$ cat src/rtl/mem_arbiter.sv
// mem_arbiter: two-master arbiter onto a single shared memory-map port.
//
// Grants are combinational: a requesting master sees mN_gnt in the same
// cycle and its addr/wrdata/memop/we drive mem_*. Read data returns one
// cycle after the grant and is steered to the master recorded in a
// registered owner tag.
//
// Arbitration when both masters request:
//   1. an active lock owner (previous grant had lock=1, still requesting,
//      lock count below MAX_LOCK) keeps the bus;
//   2. a lock owner whose count has reached MAX_LOCK hands over to the other;
//   3. otherwise the round-robin pointer rr decides (rr flips to the other
//      master after every grant).
//
// Build option: with ARB_FIXED_PRIO_EN, step 3 always selects m0 and the
// rr register is absent; locking behaves the same in both builds.
//
// Ports:
//   clk, rst                    clock, synchronous active-high reset
//   mN_req/addr/wrdata/memop/we/lock   master N request side (N = 0, 1)
//   mN_gnt                      master N access issued this cycle
//   mN_rdvalid, mN_rddata       master N read return (data is 0 when not valid)
//   mem_addr/wrdata/memop/we    shared memory request (0 when nothing granted)
//   mem_rddata                  shared read data, one cycle after the address

module mem_arbiter #(
    parameter int MAX_LOCK = 16
) (
    input  logic        clk,
    input  logic        rst,
    input  logic        m0_req,
    input  logic [31:0] m0_addr,
    input  logic [31:0] m0_wrdata,
    input  logic [2:0]  m0_memop,
    input  logic        m0_we,
    input  logic        m0_lock,
    output logic        m0_gnt,
    output logic        m0_rdvalid,
    output logic [31:0] m0_rddata,
    input  logic        m1_req,
    input  logic [31:0] m1_addr,
    input  logic [31:0] m1_wrdata,
    input  logic [2:0]  m1_memop,
    input  logic        m1_we,
    input  logic        m1_lock,
    output logic        m1_gnt,
    output logic        m1_rdvalid,
    output logic [31:0] m1_rddata,
    output logic [31:0] mem_addr,
    output logic [31:0] mem_wrdata,
    output logic [2:0]  mem_memop,
    output logic        mem_we,
    input  logic [31:0] mem_rddata
);

    localparam int CW = $clog2(MAX_LOCK + 1);
    localparam logic [CW-1:0] LOCK_MAX = CW'(MAX_LOCK);

    logic          lock_vld;   // lock_own had lock=1 on its last grant
    logic          lock_own;   // 0 = m0, 1 = m1
    logic [CW-1:0] lock_cnt;
    logic          rd_vld;     // read issued last cycle
    logic          rd_own;     // master that issued it
`ifndef ARB_FIXED_PRIO_EN
    logic          rr;         // 0 = m0 favoured, 1 = m1 favoured
`endif

    logic owner_req;
    logic lock_hold;
    logic lock_full;
    logic pick;                // contended winner: 0 = m0, 1 = m1
    logic any_gnt;
    logic sel_lock;
    logic sel_we;

    always_comb begin
        owner_req = lock_own ? m1_req : m0_req;
        lock_hold = lock_vld && owner_req && (lock_cnt < LOCK_MAX);
        lock_full = lock_vld && owner_req && (lock_cnt >= LOCK_MAX);

        if (lock_hold) begin
            pick = lock_own;
        end else if (lock_full) begin
            pick = ~lock_own;
        end else begin
`ifdef ARB_FIXED_PRIO_EN
            pick = 1'b0;
`else
            pick = rr;
`endif
        end

        m0_gnt = 1'b0;
        m1_gnt = 1'b0;
        if (!rst) begin
            if (m0_req && m1_req) begin
                m0_gnt = ~pick;
                m1_gnt = pick;
            end else begin
                m0_gnt = m0_req;
                m1_gnt = m1_req;
            end
        end
        any_gnt = m0_gnt | m1_gnt;
    end

    always_comb begin
        mem_addr   = 32'd0;
        mem_wrdata = 32'd0;
        mem_memop  = 3'd0;
        mem_we     = 1'b0;
        sel_lock   = 1'b0;
        sel_we     = 1'b0;
        if (m1_gnt) begin
            mem_addr   = m1_addr;
            mem_wrdata = m1_wrdata;
            mem_memop  = m1_memop;
            mem_we     = m1_we;
            sel_lock   = m1_lock;
            sel_we     = m1_we;
        end else if (m0_gnt) begin
            mem_addr   = m0_addr;
            mem_wrdata = m0_wrdata;
            mem_memop  = m0_memop;
            mem_we     = m0_we;
            sel_lock   = m0_lock;
            sel_we     = m0_we;
        end
    end

    always_ff @(posedge clk) begin
        if (rst) begin
            lock_vld <= 1'b0;
            lock_own <= 1'b0;
            lock_cnt <= '0;
            rd_vld   <= 1'b0;
            rd_own   <= 1'b0;
`ifndef ARB_FIXED_PRIO_EN
            rr       <= 1'b0;
`endif
        end else begin
`ifndef ARB_FIXED_PRIO_EN
            if (any_gnt) begin
                rr <= m0_gnt;
            end
`endif
            // Any grant without lock, an ownership change, or an idle cycle
            // (owner dropped req) ends the current lock run.
            if (any_gnt && sel_lock) begin
                lock_vld <= 1'b1;
                lock_own <= m1_gnt;
                if (lock_vld && (lock_own == m1_gnt)) begin
                    if (lock_cnt < LOCK_MAX) begin
                        lock_cnt <= lock_cnt + CW'(1);
                    end
                end else begin
                    lock_cnt <= CW'(1);
                end
            end else begin
                lock_vld <= 1'b0;
                lock_own <= 1'b0;
                lock_cnt <= '0;
            end
            rd_vld <= any_gnt && !sel_we;
            rd_own <= m1_gnt;
        end
    end

    assign m0_rdvalid = rd_vld && !rd_own;
    assign m1_rdvalid = rd_vld && rd_own;
    assign m0_rddata  = m0_rdvalid ? mem_rddata : 32'd0;
    assign m1_rddata  = m1_rdvalid ? mem_rddata : 32'd0;

endmodule

$ cat config.mk
export PLATFORM = sky130hd
export DESIGN_NAME = mem_arbiter
export DESIGN_NICKNAME = d
export VERILOG_FILES = /design/src/rtl/mem_arbiter.sv
export SDC_FILE = /design/constraint.sdc
export NUM_CORES = 1
export LEC_CHECK = 0
export CAP_MARGIN = 15
export CORE_AREA = 2 2 119 121
export DETAILED_ROUTE_END_ITERATION = 8
export DIE_AREA = 0 0 121 123
export PLACE_DENSITY_LB_ADDON = 0.25
export SYNTH_ARGS = -nofsm -noshare
export SYNTH_HDL_FRONTEND = slang
export SYNTH_SLANG_ARGS = --single-unit
export TNS_END_PERCENT = 50
$ cat constraint.sdc
create_clock -name clk -period 2.8 [get_ports clk]
set_clock_uncertainty 0.2 [all_clocks]
set_input_delay 0.56 -clock clk [delete_from_list [all_inputs] [get_ports clk]]
set_output_delay 0.56 -clock clk [all_outputs]
set_load 0.02 [all_outputs]
# --- Yosys cells after proc, flatten, opt, wreduce, memory -nomap -nowiden ---
# Cells that the tools add are included.
word_totals:
  regBits: 10
classes:
  n_addsub: 1
  order_cmp: 2
  eq_ne: 2
  mux: 22
  n_bitwise: 5
  reduce_logical: 13
op_table:
  columns: ["cell", "n"]
  rows:
  - ["$mux 32", 6]
  - ["$mux 1", 14]
  - ["$logic_and 1x1->1", 9]
  - ["$mux 3", 2]
  - ["$add 5x1->5 const B", 1]
  - ["$ge 5x5->1 const B", 1]
  - ["$lt 5x5->1 const B", 1]
  - ["$not 1->1", 4]
  - ["$reduce_or 3->1", 1]
  - ["$logic_not 1->1", 2]
  - ["$ne 2x1->1 const B", 1]
  - ["$reduce_or 2->1", 1]
  - ["$eq 1x1->1", 1]
  - ["$or 1x1->1", 1]

# --- Longest topological paths before layout ---
# Gate-level depths: netlist (run 1).
logic_depth:
  ltp_word: 13
  mapped_depth: 8
  ltp_nobuf: 4

# --- Least setup slack after synthesis (run 1) ---
# Ideal clock, no wire load.
synth_timing:
  path_type: "input port to output port"
  start: "in m0_req"
  end: "out mem_addr[17]"
  arrival_ps: 2076
  t_required_ps: 2040
  setup_slack_ps: -36
  path_stages: 5
  n_path_buf: 2
  cell_sequence: "clkbuf_1 -> and2_1 -> a221oi_4 -> clkbuf_1 -> a22o_1"
synth_between:
  word_cells_on_any_way: 14
  cone_classes: "mux (9); bitwise (1); reduce/logical (4)"
synth_lines:
  columns: ["item", "line_no", "text"]
  rows:
  - ["start: declaration", "31", "input logic m0_req,"]
  - ["$mux 1", "77", "owner_req = lock_own ? m1_req : m0_req;"]
  - ["$logic_and 1x1->1", "78, 79", null]
  - ["$logic_and 1x1->1", "79", "lock_full = lock_vld && owner_req && (lock_cnt >= LOCK_MAX);"]
  - ["$mux 1", "83", "end else if (lock_full) begin"]
  - ["$mux 1", "81", "if (lock_hold) begin"]
  - ["$mux 1 (*)", "96", "if (m0_req && m1_req) begin"]
  - ["$mux 1 (*)", "95", "if (!rst) begin"]
  - ["via m1_gnt", "46", "output logic m1_gnt,"]
  - ["$mux 32 (*)", "114", "if (m1_gnt) begin"]
  - ["end: declaration", "49", "output logic [31:0] mem_addr,"]
# Mark *: on every way through the listed nets, which the timed path passes. The rest lies on a longest branch.

# --- Worst setup path in the final report (run 1) ---
layout_timing:
  start: "in rst"
  end: "out mem_wrdata[17]"
layout_between:
  elab_chain_len: 3
  word_cells_on_any_way: 4
  cone_classes: "mux (4)"
layout_rtl:
  columns: ["item", "line_no", "text"]
  rows:
  - ["start: declaration", "30", "input logic rst,"]
  - ["$mux 1", "95", null]
  - ["$mux 32", "121", "end else if (m0_gnt) begin"]
  - ["$mux 32 (*)", "114", null]
  - ["end: declaration", "50", "output logic [31:0] mem_wrdata,"]
# Every way passes the cells marked *; elsewhere a longest branch is shown, timed or not.

==> results of run 1 <==
-- cells in the mapped netlist --
| library cell | number |
|---|---|
| nor2_1 | 2 |
| o21ai_0 | 1 |
| a21o_1 | 1 |
| and3_1 | 32 |
| a22o_1 | 67 |
| ha_1 | 1 |
| mux2i_1 | 2 |
| nand3_1 | 1 |
| a21oi_1 | 3 |
| xnor2_2 | 1 |
| xor2_1 | 2 |
| dfxtp_1 | 10 |
| clkbuf_1 | 17 |
| nor3_1 | 4 |
| a31oi_1 | 2 |
| buf_6 | 2 |
| nand2_1 | 3 |
| nor2b_1 | 4 |
| a32o_1 | 1 |
| a221oi_4 | 1 |
| and2_1 | 37 |
| a221oi_1 | 2 |
| buf_2 | 7 |
| o21ba_1 | 1 |
| xnor2_1 | 2 |
| nand4b_1 | 2 |
| nand2b_1 | 5 |
| a311oi_1 | 1 |
-- routing by layer --
layer	track usage, %	share of wire, %
met1	16.3	34
met2	30.9	54
met3	4.24	11
met4	3.56	1.5
met5	0	0
-- flip-flops by register name, summed over array words and instances, names as in the netlist --
signal	cells
lock_vld	1
rd_vld	1
rr	1
lock_own	1
lock_cnt	5
rd_own	1
-- kinds of logic after synthesis --
| kind of cell | Yosys count | synth area share [%] |
|---|---|---|
| AND/OR/NAND/NOR | 90 | 33.2 |
| AO/OA/AOI/OAI | 80 | 42.3 |
| buffers and inverters | 26 | 7.34 |
| flip-flops | 10 | 12.1 |
| XOR/XNOR | 5 | 3.10 |
| multiplexers | 2 | 1.21 |
| adder cells (fa/ha/maj) | 1 | 0.756 |
-- worst max-delay path, delay by kind of cell --
kind,cells,cell delay (ns)
AND/OR/NAND/NOR,2,0.35
buffers and inverters,5,0.92
AO/OA/AOI/OAI,1,0.15
-- final cells by class --
type | count | area (um^2)
Fill cell | 1458 | 8540
Timing Repair Buffer | 337 | 3220
Multi-Input combinational cell | 178 | 1350
Tap cell | 180 | 225
Sequential cell | 10 | 200
Clock buffer | 3 | 75.1
Antenna cell | 1 | 2.50
-- power groups by stage --
stage               clock, mW  combinational (mW)  sequential, mW
floorplan                   0               0.343           0.158
global placement            0               0.899           0.157
detailed placement          0               0.902           0.157
CTS                     0.255               0.912           0.155
global route            0.265               0.949           0.156
finish                  0.250               0.895           0.155
-- path summary, 6_finish.rpt --
check	startpoint	endpoint	slack, ns	depth (start not counted)
setup reg to reg	lock_cnt[4]	lock_cnt[0]	0.82	8
hold / removal	lock_cnt[1]	lock_cnt[1]	0.37	2
setup / recovery	rst	mem_wrdata[17]	0.05	8
hold reg to reg	lock_cnt[1]	lock_cnt[1]	0.37	2
-- through the flow --
stage / power (mW) / worst slack [ns] / util [%]
after floorplan: 0.502 / 0.119 / -
after global placement: 1.06 / -0.621 / 37.1
after detailed placement: 1.06 / -0.620 / 37.1
after CTS: 1.32 / 0.0127 / 38.2
after global routing: 1.37 / -0.0391 / 37.3
final: 1.30 / 0.0535 / 37.3
-- what timing repair did --
action                     in CTS  in global routing
pin swaps                       4                  2
gates resized for setup       263                 59
gates cloned                    5                  0
setup endpoints to repair      70                 56
buffers inserted                3                  0
==> summary.md, run 1 <==
| Metric | Value |
|---|---|
| Clock tree from TritonCTS | done |
| Initial Utilization | 12.2% |
| Post-synth cell types | 28 |
| Number of vias per cell after detailed routing | 4.33 |
| Gate power share | 68.9% |
| Total track usage | about 16% |
| Design area | between 5000 and 6000 um^2 |
| Longest individual stage delay on the worst path | 0.27 ns |
| Run status | finished clean |
| CTS Hold Buffers Added | 0 |
| Biggest area consumer among synthesized cells | a22o_1 |
| Number of instances in the placed design | 697 |
| Warnings from Yosys | 0 |
| Setup violators final | 0 |
| Cell chosen for the clock root | clkbuf_16 |
| Initial antenna violation count | 1 |
| Signal arrival time at the worst endpoint | 1.99 ns |
| Clock edge transition at the registers on the reported setup and hold paths | ~0.040 ns |
| Hold_ws | 0.368 ns |
| Sequential cell area fraction in the yosys report | around an eighth |
| Part of the power in registers | between 10% and 20% |
| Slew at the pin with the worst max-slew slack | around 0.54 ns |
| Number of detailed-route iterations in the first pass | 4 |
| Area fraction of the dominant cell type after synthesis | a little over a third |
| Final routed wirelength across all metal layers | between 10000 and 15000 um |
| Post-Synthesis Cell Area | approximately 1700 um^2 |
| Area overhead of the layout relative to synthesis | 207% |
| Total clock buffers created by CTS | 3 |
| Via count of the first global-routing pass | 3048 |
| Gate Count Post-Synth | around 210 |
| Number of cell rows | 43 |
| Area of the core region | 13600 um^2 |
| Max-slew violation count | 0 |
| Maximum frequency from static timing analysis | 0.364 GHz |
| # DRC | 0 |
| Total of max-cap violations | 0 |
| Proportion of layout cells with a drive suffix above 1 | 20.3% |
| GRT Residual Overflow | 0 |
| Slew headroom | a little under two thirds |
| Class of the tightest hold or removal check | reg2reg |
| Maximum number of pins on one net before global-route repair | 34 |
| Setup repair after global routing missed its margin | yes |
| Number of antenna-violating nets in the routed design | 0 |
| Maximum count of clock buffers along a single path | 2 |
| Clock latency reported for the late side of the worst-skew pair | between 0.2 and 0.25 ns |
| Final nets | 705 |
| RD Place Congestion | 0.855 |
| Number of register bits inferred by synthesis | 10 |
| Commonest cells after routing, fill and taps aside | clkdlybuf4s50_1 (236), a22o_1 (67), buf_2 (43) |
| Switching part of the total | 35.5% |
| Post-route fraction of the period consumed by the critical path | 98.1% |
| Final standard cell count with taps included and fillers excluded | just over 700 |
| Net count after synthesis | about 390 |
| Cells along the critical path | dlygate4sd2_1 > buf_6 > nor2b_2 > and2_4 > buf_12 > bufbuf_16 > a22o_1 > buf_4 |
| Maximum fanout encountered on the critical timing path | 12 |
| Minimum clock period | 2.75 ns |
| Die boundary width | roughly 120 um |
| Category of the worst setup path launch point | primary input |
| DR vias | between 3000 and 4000 |
| Placed standard-cell area | a little over 5000 um^2 |
| Ranking of synthesized cells by area | a22o_1 (35%), and2_1 (14%), and3_1 (12%) |
| Mapped Avg Cell Area | 7.73 um^2 |
| Power Density | between 200 and 300 nW/um^2 |
| Global-route wire length before repair | 17700 um |
| CTS H-Tree Depth | 1 |
| Placed wire-length estimate after detailed placement | ~10000 um |
| Number of top-level pins | just over 300 |
| Count of routing violations after the opening detailed-route iteration | 73 |
| Static leakage | 2.24 nW |
| I/O Buffers | 309 |
| Die Area | between 10000 and 15000 um^2 |
| Overall die height | around 120 um |
| Total Negative Setup Slacks | 0 ns |
| Maximum resistive drop on vdd | between 0.00015 and 0.0002 V |
| Clock sink count | 10 |
| Most common library cell in the layout ignoring fill and taps | clkdlybuf4s50_1 |
| Routed wirelength normalized by instance count | roughly 18 um |
| Max stage delay cell, worst path | bufbuf_16 |
| Final hold vios | 0 |
| Int Pwr | around 0.84 mW |
| Kind of end point of the critical path | primary output |
| Switching power total | 0.461 mW |
| Critical path class | in2out |
| Clock power share | a little under a fifth |
| Critical path data required time | 2.04 ns |
Note: power is estimated with default switching activity, not from simulation.
==> run 2: changes to the inputs <==
Settings changed: CORE_AREA 2 2 119 121 to 5 5 118 120, DIE_AREA 0 0 121 123 to 0 0 123 125.
==> summary.md, run 2 (synthesis results as in run 1) <==
| Metric | Value |
|---|---|
| Run status | finished clean |
| Static leakage | between 2 and 2.5 nW |
| Maximum fanout encountered on the critical timing path | 11 |
| Kind of end point of the critical path | primary output |
| Initial antenna violation count | 0 |
| Setup repair after global routing missed its margin | yes |
| Longest individual stage delay on the worst path | about 0.25 ns |
| I/O Buffers | 309 |
| Cells along the critical path | dlygate4sd2_1 > nand2b_4 > a221oi_4 > buf_6 > buf_12 > buf_12 > buf_16 > a22o_1 > buf_2 |
| Family of cells with the greatest summed delay on the critical path | buffers and inverters |
| Critical path data required time | between 2 and 2.5 ns |
| ANT cells | 0 |
| Final standard cell count with taps included and fillers excluded | just over 700 |
| Register with the most flip-flops | lock_cnt |
| Total of max-cap violations | 0 |
| Signal arrival time at the worst endpoint | about 2.0 ns |
| Number of antenna-violating nets in the routed design | 0 |
| Area of the core region | ~13000 um^2 |
| Maximum frequency from static timing analysis | ~0.36 GHz |
| DR vias | roughly 3100 |
| Category of the worst setup path launch point | primary input |
| Initial Utilization | 12.8% |
| GRT Residual Overflow | 0 |
| Placed standard-cell area | slightly above 5000 um^2 |
| Count of routing violations after the opening detailed-route iteration | 87 |
| Number of top-level pins | 310 |
| Maximum resistive drop on vdd | between 0.00015 and 0.0002 V |
| Setup violators final | 0 |
| CTS H-Tree Depth | 1 |
| Max-slew violation count | 0 |
| Final routed wirelength across all metal layers | 13300 um |
| Area of all sequential standard cells | 200 um^2 |
| # DRC | 0 |
| Total track usage | between 10% and 20% |
| Routed wirelength normalized by instance count | about 18 um |
| Clock edge transition at the registers on the reported setup and hold paths | 0.04 ns |
| Number of cell rows | 42 |
| Proportion of layout cells with a drive suffix above 1 | approximately 23% |
| Total clock buffers created by CTS | 3 |
| RD Place Congestion | roughly 0.87 |
| Post-route fraction of the period consumed by the critical path | a little over nine tenths |
| Number of vias per cell after detailed routing | 4.33 |
| Slew at the pin with the worst max-slew slack | 0.586 ns |
| Number of detailed-route iterations in the first pass | 4 |
| Max stage delay cell, worst path | dlygate4sd2_1 |
| Power Density | ~250 nW/um^2 |
| Die boundary width | approximately 120 um |
| Clock latency reported for the late side of the worst-skew pair | around 0.23 ns |
| Overall die height | about 130 um |
| Critical path class | in2out |
| Final nets | 719 |
| Clock sink count | 10 |
| Largest register FFs | 5 |
| Power consumption | around 1.3 mW |
| Footprint of the multi-input gates | ~1400 um^2 |
| Final Core Density | about two fifths |
| Slew headroom | 60.7% |
| Dominant cell type by count on the critical path | buf_12 |
| Via count of the first global-routing pass | 3300 |
| Commonest cells after routing, fill and taps aside | clkdlybuf4s50_1 (236), a22o_1 (66), buf_4 (38) |
| Cell chosen for the clock root | clkbuf_16 |
| Design area | 5260 um^2 |
| Die Area | 15400 um^2 |
| Class of the tightest hold or removal check | reg2reg |
| Clock tree from TritonCTS | done |
| Global-route wire length before repair | around 19000 um |
| Number of instances in the placed design | between 700 and 800 |
| Placed wire-length estimate after detailed placement | 10700 um |
| Maximum number of pins on one net before global-route repair | 34 |
| Minimum clock period | around 2.8 ns |
| Most common library cell in the layout ignoring fill and taps | clkdlybuf4s50_1 |
| Filler instances | roughly 1300 |
| CTS Hold Buffers Added | 0 |
| Final hold vios | 0 |
| CP Buf/Inv Count | 6 |
| Area overhead of the layout relative to synthesis | 218% |
| Maximum count of clock buffers along a single path | 2 |
run 2: final timing paths:
kind	depth (start not counted)	endpoint	slack [ns]	start
max reg2reg	8	rd_vld	0.82	lock_vld
min reg2reg	2	lock_vld	0.39	lock_vld
max	9	mem_addr[19]	0.04	rst
min	2	lock_vld	0.39	lock_vld
run 2: routing by layer:
metal	GRT usage (%)	routed length [um]
met4	5.47	423
met1	16.7	4690
met5	0	0
met3	4.83	1420
met2	29.6	6740
run 2: where the power goes:
| part | total (mW) | internal (mW) | switching, mW |
|---|---|---|---|
| Combinational | 0.932 | 0.531 | 0.401 |
| Sequential | 0.156 | 0.150 | 0.00597 |
| Clock | 0.248 | 0.185 | 0.0627 |
| Total | 1.33 | 0.866 | 0.469 |
run 2: metrics by stage:
stage | setup WS [ns] | hold slack (ns) | setup TNS (ns)
global route | -0.0221 | 0.407 | -0.210
finish | 0.0412 | 0.385 | 0
CTS | 0.00260 | 0.389 | 0
floorplan | 0.119 | 0.310 | 0
detailed placement | -0.715 | 0.372 | -42.57
global placement | -0.674 | 0.336 | -40.37
run 2: layout make-up:
type	count	share of cell area, %
Timing Repair Buffer	351	64.7
Multi-Input combinational cell	178	25.9
Sequential cell	10	3.80
Clock buffer	3	1.43
Tap cell	176	4.18
run 2: timing repair:
action | in CTS | in global routing
gates resized for setup | 298 | 24
pin swaps | 7 | 4
setup endpoints to repair | 70 | 55
setup buffers | 7 | 1
cloned | 7 | 0
run 2: tightest hold or removal path, stage by stage (launching register included):
cell     delay, ns
dfxtp_1       0.37
nand2_1       0.11
a21oi_1       0.06
